$ cat src/rtl/adder_aligner.sv
// FP adder pre-alignment: picks the larger-exponent operand and shifts the smaller mantissa
// right one bit per cycle, keeping guard/round/sticky for the rounder.
module adder_aligner #(
  parameter int unsigned X         = 32,
  parameter int unsigned expo_bits = 8
) (
  input  logic                   clk,
  input  logic                   rst_n,
  input  logic                   in_valid,
  output logic                   in_ready,
  input  logic [expo_bits-1:0]   exp_a,
  input  logic [X-expo_bits-1:0] mant_a,
  input  logic [expo_bits-1:0]   exp_b,
  input  logic [X-expo_bits-1:0] mant_b,
  output logic                   out_valid,
  input  logic                   out_ready,
  output logic [expo_bits-1:0]   exp_out,
  output logic [X-expo_bits-1:0] mant_large,
  output logic [X-expo_bits-1:0] mant_small,
  output logic                   guard,
  output logic                   round_bit,
  output logic                   sticky,
  output logic                   swapped
);

  localparam int unsigned M    = X - expo_bits;
  localparam int unsigned CntW = $clog2(M + 3);

  typedef enum logic [1:0] {StIdle, StShift, StDone} state_e;

  state_e state_q, state_d;

  logic [expo_bits-1:0] exp_q, exp_d;
  logic [M-1:0]         mant_large_q, mant_large_d;
  logic [M-1:0]         mant_small_q, mant_small_d;
  logic                 g_q, g_d, r_q, r_d, s_q, s_d;
  logic                 swapped_q, swapped_d;
  logic [CntW-1:0]      cnt_q, cnt_d;
  logic                 out_valid_q, out_valid_d;

  logic                 accept;
  logic                 a_large;
  logic [expo_bits-1:0] diff;
  logic [CntW-1:0]      cnt_init;

  assign accept  = in_valid && in_ready;
  assign a_large = (exp_a >= exp_b);
  assign diff    = a_large ? (exp_a - exp_b) : (exp_b - exp_a);

  // Past M+2 shifts every original bit is already folded into sticky.
  always_comb begin
    if (32'(diff) > (M + 2)) begin
      cnt_init = CntW'(M + 2);
    end else begin
      cnt_init = CntW'(diff);
    end
  end

  // State register
  always_ff @(posedge clk or negedge rst_n) begin
    if (!rst_n) begin
      state_q <= StIdle;
    end else begin
      state_q <= state_d;
    end
  end

  // Next-state logic
  always_comb begin
    state_d = state_q;
    unique case (state_q)
      StIdle: begin
        if (accept) begin
          state_d = (cnt_init == '0) ? StDone : StShift;
        end
      end
      StShift: begin
        if (cnt_q == CntW'(1)) begin
          state_d = StDone;
        end
      end
      StDone: begin
        if (out_valid_q && out_ready) begin
          state_d = StIdle;
        end
      end
      default: state_d = StIdle;
    endcase
  end

  // FSM outputs
  always_comb begin
    in_ready = (state_q == StIdle);
  end

  // Datapath next-state
  always_comb begin
    exp_d        = exp_q;
    mant_large_d = mant_large_q;
    mant_small_d = mant_small_q;
    g_d          = g_q;
    r_d          = r_q;
    s_d          = s_q;
    swapped_d    = swapped_q;
    cnt_d        = cnt_q;
    if (accept) begin
      exp_d        = a_large ? exp_a : exp_b;
      mant_large_d = a_large ? mant_a : mant_b;
      mant_small_d = a_large ? mant_b : mant_a;
      swapped_d    = !a_large;
      g_d          = 1'b0;
      r_d          = 1'b0;
      s_d          = 1'b0;
      cnt_d        = cnt_init;
    end else if (state_q == StShift) begin
      {mant_small_d, g_d, r_d} = {1'b0, mant_small_q, g_q};
      s_d                      = s_q | r_q;
      cnt_d                    = cnt_q - CntW'(1);
    end
  end

  // out_valid rises one cycle after entering DONE and drops with the handshake.
  assign out_valid_d = (state_q == StDone) && !(out_valid_q && out_ready);

  always_ff @(posedge clk or negedge rst_n) begin
    if (!rst_n) begin
      exp_q        <= '0;
      mant_large_q <= '0;
      mant_small_q <= '0;
      g_q          <= 1'b0;
      r_q          <= 1'b0;
      s_q          <= 1'b0;
      swapped_q    <= 1'b0;
      cnt_q        <= '0;
      out_valid_q  <= 1'b0;
    end else begin
      exp_q        <= exp_d;
      mant_large_q <= mant_large_d;
      mant_small_q <= mant_small_d;
      g_q          <= g_d;
      r_q          <= r_d;
      s_q          <= s_d;
      swapped_q    <= swapped_d;
      cnt_q        <= cnt_d;
      out_valid_q  <= out_valid_d;
    end
  end

  assign out_valid  = out_valid_q;
  assign exp_out    = exp_q;
  assign mant_large = mant_large_q;
  assign mant_small = mant_small_q;
  assign guard      = g_q;
  assign round_bit  = r_q;
  assign sticky     = s_q;
  assign swapped    = swapped_q;

endmodule

$ cat config.mk
export PLATFORM = sky130hd
export DESIGN_NAME = adder_aligner
export DESIGN_NICKNAME = d
export VERILOG_FILES = /design/src/rtl/adder_aligner.sv
export SDC_FILE = /design/constraint.sdc
export NUM_CORES = 1
export LEC_CHECK = 0
export ABC_CLOCK_PERIOD_IN_PS = 2300
export BUFFER_PORTS_ARGS = -buffer_cell sky130_fd_sc_hd__buf_2
export CAP_MARGIN = 20
export CORE_AREA = 2 2 98 100
export DETAILED_ROUTE_END_ITERATION = 8
export DIE_AREA = 0 0 100 102
export PLACE_DENSITY = 0.75
export SLEW_MARGIN = 5
export SYNTH_ARGS = -nofsm -noshare
export SYNTH_HDL_FRONTEND = slang
export SYNTH_SLANG_ARGS = --single-unit
$ cat constraint.sdc
create_clock -name clk -period 2.3 [get_ports clk]
set_clock_uncertainty 0.05 [all_clocks]
set_input_delay 0 -clock clk [delete_from_list [all_inputs] [get_ports clk]]
set_output_delay 0 -clock clk [all_outputs]
set_load 0.01 [all_outputs]
Word-level counts from Yosys, hierarchy flattened
Cells that the tools add are included.

Flip-flop bits (word level): 68. Latch bits: 0. RAM bits: 0. ROM bits: 0. Output and inout bits: 62. Logic and storage cells: 51. Memories: 0.

Add/subtract/negate cells: 3. Multipliers: 0. Div/mod/pow operators: 0. $lt $le $gt $ge: 2. Equality and inequality tests: 6. Shift-type cells: 0. Multiplexer cells: 20. Bitwise logic cells: 1. Reductions and logical operators: 9.

Operators by type and width (number): $mux 24 (4); $mux 8 (2); $sub 8x8->8 (2); $mux 5 (3); $ge 8x8->1 (1); $gt 8x5->1 const B (1); $mux 2 (4); $mux 1 (6); $pmux 2 s3 (1); $eq 5x1->1 const B (1); $logic_not 5->1 (1); $sub 5x1->5 const B (1); $ne 2x2->1 const B (2); $logic_and 1x1->1 (3); $reduce_and 3->1 (1); $eq 2x1->1 const B (1); $eq 2x2->1 const B (1); $logic_not 1->1 (2); $logic_not 2->1 (1); $ne 2x1->1 const B (1); $reduce_bool 2->1 (1); $or 1x1->1 (1).

Depth between registers and ports, before layout
Gate-level depths: netlist (run 1).

Depth in word-level cells: 8. Gate-level depth with buffers: 14.

Worst setup path after synthesis (run 1)
OpenSTA, ideal clock, no wires.

Path type: input to register. Start: in exp_a[0]. End: reg cnt_q[2]. Library setup time: 0.090 ns. Arrival: 2.242 ns. Data required time: 2.160 ns. Setup slack: -0.082 ns. Stages: 11. Buffers on the path: 1. Path through: inv_1 -> ha_1 -> inv_1 -> fa_1 -> nand3_1 -> nand3_1 -> a221oi_2 -> buf_6 -> mux4_1 -> nand3b_1 -> o221ai_1.

Cells in the longest elaborated chain, start to end: 5.

Ends and longest elaborated chain: start, declared (line 11) `input logic [expo_bits-1:0] exp_a,`; $sub 8x8->8 / $ge 8x8->1 (equally long branches) (line 48, 47); $mux 8 (*) (line 48) `assign diff = a_large ? (exp_a - exp_b) : (exp_b - exp_a);`; $gt 8x5->1 (line 52) `if (32'(diff) > (M + 2)) begin`; $mux 5 (*) (line 52); $mux 5 (*) (line 106) `if (accept) begin`; end signal, assigned (line 144) `cnt_q <= cnt_d;`; end, declared (line 38) `logic [CntW-1:0] cnt_q, cnt_d;`.

Every way passes the cells marked *; elsewhere a longest branch is shown, timed or not. A chain may end at the register's enable or synchronous reset.

Worst setup path in the final report (run 1)
Start: in exp_b[0]. End: reg state_q[0].

Cells in the longest elaborated chain, start to end: 8.

Ends and longest elaborated chain: start, declared (line 13) `input logic [expo_bits-1:0] exp_b,`; $sub 8x8->8 / $ge 8x8->1 (equally long branches) (line 48, 47); $mux 8 (*) (line 48); $gt 8x5->1 (line 52); $mux 5 (*) (line 52); $logic_not 5->1 (*) (line 74) `state_d = (cnt_init == '0) ? StDone : StShift;`; $mux 2 (*) (line 74); $mux 2 (*) (line 73) `if (accept) begin`; $pmux 2 s3 (*) (line 71) `unique case (state_q)`; end signal, assigned (line 62) `state_q <= StIdle;`; end signal, assigned (line 64) `state_q <= state_d;`; end, declared (line 31) `state_e state_q, state_d;`.

Every way passes the cells marked *; elsewhere a longest branch is shown, timed or not. The select of a mux whose other input is x is not followed.

==> results.md, run 1 <==
* die outline width: 100 um
* worst setup path category: primary input to flip-flop
* buffers from clock root to sink, at most: 2
* Syn Inst Count: 495
* final cell utilization of the core: 67.94%
* clock-pin slew of the registers on the worst-case setup and hold paths: 80 ps
* antenna diode count: 0
* average routed wire per standard cell: 14.68 um
* relative slew slack: 42.04%
* combined area of all synthesized cells: 4348 um^2
* drt first-iter violations: 179
* via total after detailed routing: 4,321
* Layout Area Growth over Synthesis: 42.33%
* peak fanout along the critical path: 4
* Post-Syn Nets: 582
* worst slack at placement: -350.9 ps
* number of input and output port buffers inserted: 129
* clock sink count: 68
* Max Clk Rate: 454.3 MHz
* filler cell count: 743
* power density over the cells: 1027 nW/um^2
* clock tree from TritonCTS: yes
* global-route wire length before repair: 19,800 um
* YS warnings: 0
* fin worst setup slack: 98.65 ps
* number of optimization iterations in the first detailed-route pass: 5
* sequential-to-total area share from yosys stat: 39.14%
* worst min-delay path class: primary input to flip-flop
* number of ports placed on the die boundary: 130
* element type at the critical path end: flip-flop
* number of distinct library cell variants in the gate-level netlist after synthesis: 54
* total chip power: 6356 uW
* global route overflow: 0
* Setup Total Neg Slack: 0 ps
* starting utilization of the core area: 47.73%
* Worst EP required: 2470 ps
* GRT Overall Usage: 23.96%
* dominant cells by area after synthesis: sky130_fd_sc_hd__dfrtp_1 39%, sky130_fd_sc_hd__nand2_1 8.1%, sky130_fd_sc_hd__mux2i_1 6.4%
* Cells on Worst Hold Path: 4
* Cell Rows: 35
* max-capacitance violation count: 0
* leading area contributor after synthesis: sky130_fd_sc_hd__dfrtp_1
* via count of the first global-routing pass: 4,319
* Worst setup SP type: primary input
* RSZ-0062 raised after global routing: yes
* VDD IR-drop max: 0.5373 mV
* number of vias per cell: 5.263
* number of register bits inferred by synthesis: 68
* final WL: 12,060 um
* mean instance size in the synthesized netlist: 8.784 um^2
* TritonCTS Buffers: 9
* cell with the most instances after synthesis: sky130_fd_sc_hd__nand2_1
* share of flip-flops with an asynchronous set or reset: 100.0%
* die height: 102 um
* Synth top cells by count: 94 x sky130_fd_sc_hd__nand2_1, 68 x sky130_fd_sc_hd__dfrtp_1, 41 x sky130_fd_sc_hd__o21ai_0, 29 x sky130_fd_sc_hd__nor2b_1, 28 x sky130_fd_sc_hd__mux2i_1
* HPWL after detailed placement: 8155 um
* net total in the final layout: 793
* status: complete, no violations
* fin. max-slew vios: 0
* leakage power: 0.003075 uW
* fin crit period: 2201 ps
* final setup violation count: 0
* antenna violations before repair: 0
* arrival time reported for the critical path endpoint: 2370 ps
* DR DRC count: 0
* leading register cell type out of synthesis: sky130_fd_sc_hd__dfrtp_1
* Detail Route Antenna Nets: 0
* proportion of layout cells with a drive suffix above 1: 30.70%
* slew at the pin closest to its max-slew limit: 869.5 ps
* number of flops mapped to enable cells by yosys: 0
* Tcrit/Tclk final: 95.71%
* area fraction of the dominant cell type after synthesis: 39.14%
* cell count of the worst reg-to-reg path: 8
* full die area: 10,200 um^2
* RePlAce Congestion: 0.8547
* maximum level of the CTS H-tree: 3
* Worst-Skew Late Latency: 340 ps
* maximum number of pins on one net before global-route repair: 91
* hold violation count in the final report: 0
* cell chosen for the clock root: sky130_fd_sc_hd__clkbuf_8
* Core Region: 9109 um^2
[layout by cell type (no fill, tap or decap), types with 3 or more instances in the layout]
cell type	synthesis	routed
sky130_fd_sc_hd__a211oi_1	27	26
sky130_fd_sc_hd__a21o_1	6	6
sky130_fd_sc_hd__a21oi_1	13	13
sky130_fd_sc_hd__a31oi_1	23	23
sky130_fd_sc_hd__and3b_1	3	3
sky130_fd_sc_hd__buf_2	4	128
sky130_fd_sc_hd__buf_4	3	48
sky130_fd_sc_hd__bufinv_16	0	3
sky130_fd_sc_hd__clkbuf_8	0	9
sky130_fd_sc_hd__dfrtp_1	68	68
sky130_fd_sc_hd__dlygate4sd3_1	0	56
sky130_fd_sc_hd__ha_1	17	15
sky130_fd_sc_hd__inv_1	22	20
sky130_fd_sc_hd__mux2_2	4	4
sky130_fd_sc_hd__mux2i_1	28	28
sky130_fd_sc_hd__nand2_1	94	94
sky130_fd_sc_hd__nand2b_1	5	5
sky130_fd_sc_hd__nand3_1	8	6
sky130_fd_sc_hd__nor2_1	20	20
sky130_fd_sc_hd__nor2b_1	29	28
sky130_fd_sc_hd__nor3_1	4	4
sky130_fd_sc_hd__nor4_1	3	3
sky130_fd_sc_hd__o21a_1	4	4
sky130_fd_sc_hd__o21ai_0	41	41
[registers in the layout, indices dropped and copies added, names as in the netlist]
register,flops
round_bit,1
swapped,1
mant_small,24
cnt_q,5
sticky,1
exp_out,8
guard,1
out_valid,1
state_q,2
mant_large,24
[stage by stage]
stage	area [um^2]	hold WS [ps]	cells
after global placement	5324	197.6	747
after detailed placement	5324	206.9	747
after global routing	6188	53.74	821
after floorplan	4352	-345.6	495
after CTS	6128	21.35	818
final	6188	21.34	821
[report_power, final]
part           switching [uW]  total, uW  internal, uW
clock network             469       1190           716
logic                    1690       2970          1290
registers                 412       2200          1790
[worst max-delay path, stage by stage]
cell and delay [ps]:
sky130_fd_sc_hd__buf_2 130, sky130_fd_sc_hd__ha_4 150, sky130_fd_sc_hd__inv_2 40, sky130_fd_sc_hd__fa_2 340, sky130_fd_sc_hd__nand3_2 100, sky130_fd_sc_hd__nand3_2 90
sky130_fd_sc_hd__a221oi_4 430, sky130_fd_sc_hd__mux2i_1 280, sky130_fd_sc_hd__xor2_1 130, sky130_fd_sc_hd__or4b_1 510, sky130_fd_sc_hd__o21a_1 180
[timing repair]
| item | in CTS | in global routing |
|---|---|---|
| buffers inserted | 0 | 3 |
| pin swaps | 1 | 4 |
| hold buffers | 56 | 0 |
| hold endpoints to repair | 122 | 0 |
| endpoints found under the setup margin | 2 | 36 |
| resized for setup | 2 | 9 |
| cloned | 0 | 0 |
[metal layers]
metal  part of all wire (%)  up-vias  GRT usage (%)
met5                      0        -              0
met4                    1.9        0          8.219
met3                    4.1       20          3.762
met2                     51      118          43.19
met1                     43     2022          29.41
li1                       -     2161              -
[path summary, 6_finish.rpt]
check	slack, ps	from	to
max in group asynchronous	1290	rst_n	mant_large[0]$_DFFE_PN0P_
setup reg to reg	200	cnt_q[1]$_DFFE_PN0P_	state_q[1]$_DFFE_PN0P_
setup / recovery	100	exp_b[0]	state_q[0]$_DFFE_PN0P_
hold / removal	20	exp_b[5]	exp_out[5]$_DFFE_PN0P_
hold reg to reg	430	mant_large[21]$_DFFE_PN0P_	mant_large[21]$_DFFE_PN0P_
min in group asynchronous	330	rst_n	mant_small[17]$_DFFE_PN0P_
[cell families (layout without fill, tap and decap cells)]
logic type,count (synthesis),in the layout,share of synthesized area (%)
compound gates,133,133,19.91
xor+xnor,3,3,0.6044
fa+ha+maj,19,19,5.813
buf+inv,57,272,6.359
flops,68,68,39.14
mux,33,33,8.086
simple gates,182,182,20.09
[cell type report]
type / instances / area [um^2] / area share [%]
clock buffer: 9 / 123.9 / 2.002
clock inverter: 6 / 113.9 / 1.840
inverter: 22 / 85.08 / 1.375
multi-input combinational: 370 / 2421 / 39.12
sequential: 68 / 1702 / 27.50
tap: 111 / 138.9 / 2.244
timing repair buffer: 235 / 1604 / 25.92
Power figures use the tool's default switching activity.
==> inputs of run 2 (changes only) <==
--- a/config.mk
+++ b/config.mk
@@ -11,6 +11,7 @@
 export CORE_AREA = 2 2 98 100
 export DETAILED_ROUTE_END_ITERATION = 8
 export DIE_AREA = 0 0 100 102
+export GPL_TIMING_DRIVEN = 0
 export PLACE_DENSITY = 0.75
 export SLEW_MARGIN = 5
 export SYNTH_ARGS = -nofsm -noshare
==> results.md, run 2 (same netlist as run 1, synthesis figures left out) <==
* die height: 102 um, unchanged
* number of input and output port buffers inserted: 129, unchanged
* number of vias per cell: 5.463, was 5.263
* fin crit period: 2253 ps, was 2201 ps
* final WL: 13,070 um, was 12,060 um
* Highest Signal Layer: met4, unchanged
* starting utilization of the core area: 47.73%, unchanged
* peak fanout along the critical path: 5, was 4
* global route overflow: 0, unchanged
* HPWL after detailed placement: 8896 um, was 8155 um
* element type at the critical path end: flip-flop, unchanged
* drt first-iter violations: 243, was 179
* Max Clk Rate: 443.9 MHz, was 454.3 MHz
* worst min-delay path class: primary input to flip-flop, unchanged
* filler cell count: 736, was 743
* slew at the pin closest to its max-slew limit: 879.6 ps, was 869.5 ps
* most frequent cells in the layout: 129 x sky130_fd_sc_hd__buf_2, 94 x sky130_fd_sc_hd__nand2_1, 68 x sky130_fd_sc_hd__dfrtp_1, was 128 x sky130_fd_sc_hd__buf_2, 94 x sky130_fd_sc_hd__nand2_1, 68 x sky130_fd_sc_hd__dfrtp_1
* clock tree from TritonCTS: yes, unchanged
* VDD IR-drop max: 0.5886 mV, was 0.5373 mV
* total area of sequential cells: 1702 um^2, unchanged
* met3 WL: 779 um, was 492 um
* number of ports placed on the die boundary: 130, unchanged
* Met1 Routed Length: 5517 um, was 5175 um
* antenna diode count: 0, unchanged
* full die area: 10,200 um^2, unchanged
* clock-pin slew of the registers on the worst-case setup and hold paths: 70 ps, was 80 ps
* leading cell type in the layout, fill and taps excluded: sky130_fd_sc_hd__buf_2, unchanged
* arrival time reported for the critical path endpoint: 2480 ps, was 2370 ps
* GRT Overall Usage: 26.05%, was 23.96%
* relative slew slack: 41.36%, was 42.04%
* power density over the cells: 1046 nW/um^2, was 1027 nW/um^2
* Cell Rows: 35, unchanged
* Detail Route met2 WL: 6488 um, was 6155 um
* Worst setup SP type: primary input, unchanged
* Layout Area Growth over Synthesis: 41.61%, was 42.33%
* number of optimization iterations in the first detailed-route pass: 6, was 5
* max-capacitance violation count: 0, unchanged
* Worst EP required: 2520 ps, was 2470 ps
* TritonCTS Buffers: 9, unchanged
* worst setup path category: primary input to flip-flop, unchanged
* tightest hold margin: 31.67 ps, was 21.34 ps
* DR DRC count: 0, unchanged
* die outline width: 100 um, unchanged
* cell chosen for the clock root: sky130_fd_sc_hd__clkbuf_8, unchanged
* buffers from clock root to sink, at most: 2, unchanged
* proportion of layout cells with a drive suffix above 1: 27.52%, was 30.70%
* RSZ-0062 raised after global routing: yes, unchanged
* Worst-Skew Late Latency: 340 ps, about the same
* fin. max-slew vios: 0, unchanged
* Detail Route Antenna Nets: 0, unchanged
* via count of the first global-routing pass: 4,499, was 4,319
* maximum number of pins on one net before global-route repair: 69, was 91
* hold violation count in the final report: 0, unchanged
* average routed wire per standard cell: 16.01 um, was 14.68 um
* combined area of the multi-input logic cells: 2457 um^2, was 2421 um^2
* leakage power: 0.003006 uW, was 0.003075 uW
* clock sink count: 68, unchanged
* via total after detailed routing: 4,458, was 4,321
* Tcrit/Tclk final: 97.95%, was 95.71%
* final setup violation count: 0, unchanged
* status: complete, no violations, unchanged
* net total in the final layout: 788, was 793
* Core Region: 9109 um^2, unchanged
* maximum level of the CTS H-tree: 3, unchanged
* global-route wire length before repair: 21,240 um, was 19,800 um
* RePlAce Congestion: 0.8848, was 0.8547
* antenna violations before repair: 0, unchanged
* final cell utilization of the core: 67.60%, was 67.94%
-- run 2: changes by cell type in the layout (fill, tap and decap cells not counted), moves of 2 or more --
cell                            change
sky130_fd_sc_hd__clkbuf_2           +4
sky130_fd_sc_hd__dlygate4sd3_1      +4
sky130_fd_sc_hd__buf_8              +4
sky130_fd_sc_hd__buf_6              +5
sky130_fd_sc_hd__nand3_4            +2
sky130_fd_sc_hd__buf_4             -39
sky130_fd_sc_hd__clkbuf_1          +15
sky130_fd_sc_hd__clkinvlp_4         -2
-- run 2: critical path, cell delays in order --
cell	delay, ps
sky130_fd_sc_hd__buf_6	100
sky130_fd_sc_hd__inv_2	70
sky130_fd_sc_hd__ha_4	140
sky130_fd_sc_hd__inv_2	30
sky130_fd_sc_hd__fa_2	360
sky130_fd_sc_hd__nand3_4	100
sky130_fd_sc_hd__nand3_4	80
sky130_fd_sc_hd__a221oi_4	380
sky130_fd_sc_hd__buf_6	180
sky130_fd_sc_hd__mux4_2	520
sky130_fd_sc_hd__a211oi_1	340
sky130_fd_sc_hd__a22o_1	180
-- run 2: stage by stage --
step	power (uW)	cells	TNS [ps]	worst slack (ps)	instance area, um^2
floorplan	3926	495	0	40.17	4352
finish	6439	816	0	47.08	6157
detailed placement	5048	735	-24920	-548.9	5139
CTS	6369	811	0	26.86	6026
global placement	4948	735	-19750	-460.1	5136
global route	6921	816	-26.84	-26.84	6157
-- run 2: final timing paths --
path / endpoint / slack [ps] / startpoint / depth (start not counted)
worst min register to register: swapped$_DFFE_PN0P_ / 430 / swapped$_DFFE_PN0P_ / 2
worst max-delay path: cnt_q[0]$_DFFE_PN0P_ / 50 / exp_a[0] / 12
min in group asynchronous: mant_small[17]$_DFFE_PN0P_ / 260 / rst_n / 2
worst max register to register: state_q[1]$_DFFE_PN0P_ / 140 / cnt_q[1]$_DFFE_PN0P_ / 8
worst min-delay path: exp_out[0]$_DFFE_PN0P_ / 30 / exp_a[0] / 5
max in group asynchronous: mant_small[3]$_DFFE_PN0P_ / 1360 / rst_n / 2
-- run 2: layer usage --
| metal | vias to the layer above | global-route usage, % |
|---|---|---|
| met5 | - | 0 |
| met1 | 2112 | 33.01 |
| met4 | 0 | 8.641 |
| li1 | 2149 | - |
| met2 | 178 | 45.22 |
| met3 | 19 | 4.925 |
-- run 2: timing repair --
item | 4_1_cts | 5_1_grt
setup endpoints to repair | 53 | 49
buffers inserted | 0 | 6
cloned | 1 | 0
hold buffers | 60 | 0
gates resized for setup | 10 | 27
endpoints found under the hold margin | 126 | 0
pin swaps | 2 | 9
-- run 2: power breakdown --
| group | internal [uW] | leakage [uW] | switching (uW) | total [uW] |
|---|---|---|---|---|
| logic | 1280 | 0.00206 | 1770 | 3050 |
| clock network | 719 | 0.000120 | 480 | 1200 |
| registers | 1790 | 0.000828 | 400 | 2190 |
| total | 3790 | 0.00301 | 2650 | 6440 |
-- run 2: layout make-up --
type	count	share of cell area [%]
clock inverter	6	1.829
inverter	22	1.341
timing repair buffer	196	21.24
multi-input combinational	370	39.91
buffer	34	3.780
tap	111	2.256
clock buffer	9	2.012
sequential	68	27.64
